## src/rtl/fifo_dram_flex.sv

```systemverilog
// Synchronous FIFO for DRAM command/data traffic.
// Ports: clk, rst (sync, active high), flush, wr_en/datain, rd_en/dataout/valid,
// full_flag, empty_flag, almost_full, almost_empty, count, overflow, underflow.
module fifo_dram_flex #(
  parameter int unsigned WIDTH     = 32,
  parameter int unsigned DEPTH     = 16,
  parameter int unsigned AF_THRESH = 14,
  parameter int unsigned AE_THRESH = 2,
  parameter int unsigned FWFT      = 0
) (
  input  logic                     clk,
  input  logic                     rst,
  input  logic                     flush,
  input  logic                     wr_en,
  input  logic [WIDTH-1:0]         datain,
  input  logic                     rd_en,
  output logic [WIDTH-1:0]         dataout,
  output logic                     valid,
  output logic                     full_flag,
  output logic                     empty_flag,
  output logic                     almost_full,
  output logic                     almost_empty,
  output logic [$clog2(DEPTH):0]   count,
  output logic                     overflow,
  output logic                     underflow
);

  localparam int unsigned AW = $clog2(DEPTH);
  localparam int unsigned CW = AW + 1;

  if (WIDTH < 1) begin : g_bad_width
    $error("fifo_dram_flex: WIDTH must be >= 1");
  end
  if (DEPTH < 2 || (DEPTH & (DEPTH - 1)) != 0) begin : g_bad_depth
    $error("fifo_dram_flex: DEPTH must be a power of 2 and >= 2");
  end
  if (AF_THRESH < 1 || AF_THRESH > DEPTH) begin : g_bad_af
    $error("fifo_dram_flex: AF_THRESH out of range 1..DEPTH");
  end
  if (AE_THRESH > DEPTH - 1) begin : g_bad_ae
    $error("fifo_dram_flex: AE_THRESH out of range 0..DEPTH-1");
  end
  if (FWFT > 1) begin : g_bad_fwft
    $error("fifo_dram_flex: FWFT must be 0 or 1");
  end

  logic [WIDTH-1:0] mem [DEPTH];
  logic [AW-1:0]    wr_ptr;
  logic [AW-1:0]    rd_ptr;
  logic             wr_acc;
  logic             rd_acc;

  assign full_flag    = (count == CW'(DEPTH));
  assign empty_flag   = (count == '0);
  assign almost_full  = (count >= CW'(AF_THRESH));
  assign almost_empty = (count <= CW'(AE_THRESH));

  // Acceptance is decided from registered flags; no same-cycle bypass.
  assign wr_acc = wr_en && !full_flag;
  assign rd_acc = rd_en && !empty_flag;

  always_ff @(posedge clk) begin
    if (!rst && !flush && wr_acc) begin
      mem[wr_ptr] <= datain;
    end
  end

  always_ff @(posedge clk) begin
    if (rst || flush) begin
      wr_ptr    <= '0;
      rd_ptr    <= '0;
      count     <= '0;
      overflow  <= 1'b0;
      underflow <= 1'b0;
    end else begin
      if (wr_acc) begin
        wr_ptr <= wr_ptr + AW'(1);
      end
      if (rd_acc) begin
        rd_ptr <= rd_ptr + AW'(1);
      end
      case ({wr_acc, rd_acc})
        2'b10:   count <= count + CW'(1);
        2'b01:   count <= count - CW'(1);
        default: count <= count;
      endcase
      overflow  <= wr_en && full_flag;
      underflow <= rd_en && empty_flag;
    end
  end

  if (FWFT == 0) begin : g_std
    logic [WIDTH-1:0] dout_q;
    logic             valid_q;

    // Flush clears valid but leaves the last popped word on dataout.
    always_ff @(posedge clk) begin
      if (rst) begin
        dout_q  <= '0;
        valid_q <= 1'b0;
      end else if (flush) begin
        valid_q <= 1'b0;
      end else begin
        if (rd_acc) begin
          dout_q <= mem[rd_ptr];
        end
        valid_q <= rd_acc;
      end
    end

    assign dataout = dout_q;
    assign valid   = valid_q;
  end else begin : g_fwft
    assign dataout = mem[rd_ptr];
    assign valid   = !empty_flag;
  end

endmodule

```

## config.mk

```make
export PLATFORM = sky130hd
export DESIGN_NAME = fifo_dram_flex
export DESIGN_NICKNAME = d
export VERILOG_FILES = /design/src/rtl/fifo_dram_flex.sv
export SDC_FILE = /design/constraint.sdc
export NUM_CORES = 1
export LEC_CHECK = 0
export ABC_AREA = 0
export CORE_MARGIN = 4
export CORE_UTILIZATION = 44
export CTS_CLUSTER_SIZE = 28
export DETAILED_ROUTE_END_ITERATION = 10
export PLACE_DENSITY_LB_ADDON = 0.12
export REMOVE_ABC_BUFFERS = 1
export SLEW_MARGIN = 15
export SYNTH_ARGS = -nofsm -noshare
export SYNTH_HDL_FRONTEND = slang
export SYNTH_SLANG_ARGS = --single-unit
```

## constraint.sdc

```tcl
create_clock -name clk -period 6 [get_ports clk]
set_input_delay 1.2 -clock clk [delete_from_list [all_inputs] [get_ports clk]]
set_output_delay 1.2 -clock clk [all_outputs]
set_load 0.1 [all_outputs]
```

==> impl_metrics.json <==
{
  "async_reset_ff_share_pct": 0,
  "yosysSeqAreaShare_pct": 75.5,
  "dpl.hpwl_um": 28700,
  "place.gp.congestion": 0.745,
  "drc": 0,
  "wirelength_um": 48200,
  "first_iter_violations": 668,
  "tns_ps": 0,
  "clk_latency_ps": 600,
  "die_h_um": 230,
  "final_common_cell": "edfxtp_1",
  "synthCells": 1073,
  "reg2reg_from": "rd_ptr[1]$_SDFFE_PP0P_",
  "finClkSkew_ps": 14.3,
  "fp-row-count": 80,
  "cp.arrival_ps": 2980,
  "start_util_pct": 44.9,
  "ios": 81,
  "synth_warnings": 0,
  "fmax_mhz": 239,
  "setup_violations": 0,
  "whs_path_depth": 2,
  "dr_total_vias": 10300,
  "maxCapViolCount": 0,
  "numCtsBuffers": 57,
  "die_x_um": 230,
  "grt_max_degree": 62,
  "cts_setup_buffers": 0,
  "vias_per_cell": 5.53,
  "rrSetupSlack_ps": 3020,
  "hold_ws_ps": 482,
  "die-area_um2": 52800,
  "vdd_drop_max_uv": 218,
  "clkSinkCount": 560,
  "hold_buffers": 0,
  "dr.pass1.iters": 6,
  "min-delay-start": "dataout[6]$_SDFFE_PP0P_",
  "hold_viol": 0,
  "ys_types": 46,
  "cts_root_buffer": "clkbuf_16",
  "coreArea_um2": 48100,
  "r2r_end": "dataout[5]$_SDFFE_PP0P_",
  "antenna_found_initial": 1,
  "required_ps": 4800,
  "place_inst": 1762,
  "grt_overflow_total": 0,
  "hold_path_class": "flip-flop to flip-flop",
  "finalNonFillerCells": 1869,
  "cts_max_level": 2,
  "final_cell_mix": "edfxtp_1 (512), mux4_2 (103), clkdlybuf4s50_1 (79), mux2i_1 (68), clkbuf_16 (59)",
  "power_leakage_nw": 7.53,
  "syn_area_um2": 21600,
  "critPathMaxFanout": 13,
  "drive_gt1_share_pct": 20.9,
  "end_kind": "output port",
  "setup_ws_ps": 1820,
  "nFillCells": 3839,
  "cts_resized": 0,
  "dp_worst_setup_slack_ps": 1780,
  "cts_tree": "yes",
  "rsz0062_at_grt": "false",
  "grt_pass1_vias": 10800,
  "start_kind": "flip-flop",
  "slew_headroom_pct": 24.4,
  "cts.path.max_buffers": 3,
  "fin_nets": 1211,
  "powerDensity_nw_per_um2": 319,
  "wl_per_cell_um": 25.8,
  "utilization_pct": 52.2,
  "period_needed_ps": 4180,
  "syn2layout_area_growth_pct": 16.1,
  "clk_pin_slew_ps": 60,
  "report.final.slew_viol_count": 0,
  "antenna_left": 0,
  "placed_area_um2": 23300,
  "reg2regPathDepth": 5,
  "synth_flop_cell": "edfxtp_1",
  "crit_type": "flip-flop to output port",
  "status": "complete, no violations",
  "syn_area_per_cell_um2": 20.2,
  "total_power_mw": 8.01,
  "synth_edf_count": 512,
  "ys_ff_latch": 560,
  "hold_end": "dataout[6]$_SDFFE_PP0P_",
  "grt_usage_pct": 18.4,
  "tightestPinTransition_ps": 1130,
  "io_buffers": 80,
  "grt_pass1_wl_um": 72300,
  "final_cell_area_um2": 25100,
  "period_share_pct": 69.6,
  "diodes": 0
}
==> report_power, final <==
group,internal (mW),switching (mW),total (mW)
Clock,1.98,1.43,3.41
Sequential,4.28,0.0183,4.29
Combinational,0.0941,0.214,0.308
==> logic make-up (layout without fill, tap and decap cells) <==
kind of cell	Yosys count	in the layout	share of synthesized area, %
XOR/XNOR	10	10	0.405
multiplexers	171	171	13.9
AND/OR/NAND/NOR	120	120	3.16
AO/OA/AOI/OAI	127	127	4.93
adder cells (fa/ha/maj)	8	8	0.463
buffers and inverters	77	217	1.68
flip-flops	560	560	75.5
==> cell type report <==
type	instances	area [µm²]	share of cell area, %
sequential	560	16300	65.1
multi-input combinational	436	5050	20.1
clock buffer	80	1570	6.23
timing repair buffer	103	1080	4.29
tap	656	821	3.27
clock inverter	26	228	0.907
inverter	8	30.0	0.120
==> worst max path at each step <==
stage | from | endpoint | slack, ps | depth (start not counted)
finish | count[2]$_SDFFE_PP0P_ | full_flag | 1820 | 3
global placement | rst | mem[14][17]$_DFFE_PP_ | 1680 | 5
detailed placement | rst | mem[15][14]$_DFFE_PP_ | 1780 | 4
CTS | count[2]$_SDFFE_PP0P_ | full_flag | 1800 | 3
floorplan | count[2]$_SDFFE_PP0P_ | almost_empty | -790 | 1
global route | count[2]$_SDFFE_PP0P_ | full_flag | 1680 | 3
==> synthesized netlist by cell type (7+ instances only) <==
cell	number	share of area [%]
mux2i_1	68	3.1
mux4_2	103	11
nor2b_1	28	0.81
nor2_1	26	0.45
xor2_1	7	0.28
nand3b_1	7	0.24
nand2b_1	29	0.84
a211oi_1	26	0.90
clkbuf_1	32	0.56
a22oi_1	26	0.90
buf_2	23	0.53
o21ai_0	26	0.60
edfxtp_1	512	71
dfxtp_1	48	4.4
a221oi_2	20	1.4
ha_1	8	0.46
inv_1	8	0.14
==> critical path, cell delays in order, from the launching register on <==
cell and delay, ps:
dfxtp_1 420, or4_4 630, nor2_1 170, clkdlybuf4s50_1 1150
==> state kept, by name (all words and copies together) (netlist names) <==
| signal | cells |
|---|---|
| mem | 512 |
| underflow | 1 |
| overflow | 1 |
| dataout | 32 |
| rd_ptr | 4 |
| wr_ptr | 4 |
| count | 5 |
| valid | 1 |
==> layer usage <==
layer  up-vias  part of all wire [%]  global-route usage, %
met5         -                     0                      0
li1       4598                     -                      -
met2       202                    51                   31.7
met4         0                   2.2                   5.05
met3        74                   3.5                   2.45
met1      5464                    43                   25.0
Note: power is estimated with default switching activity, not from simulation.
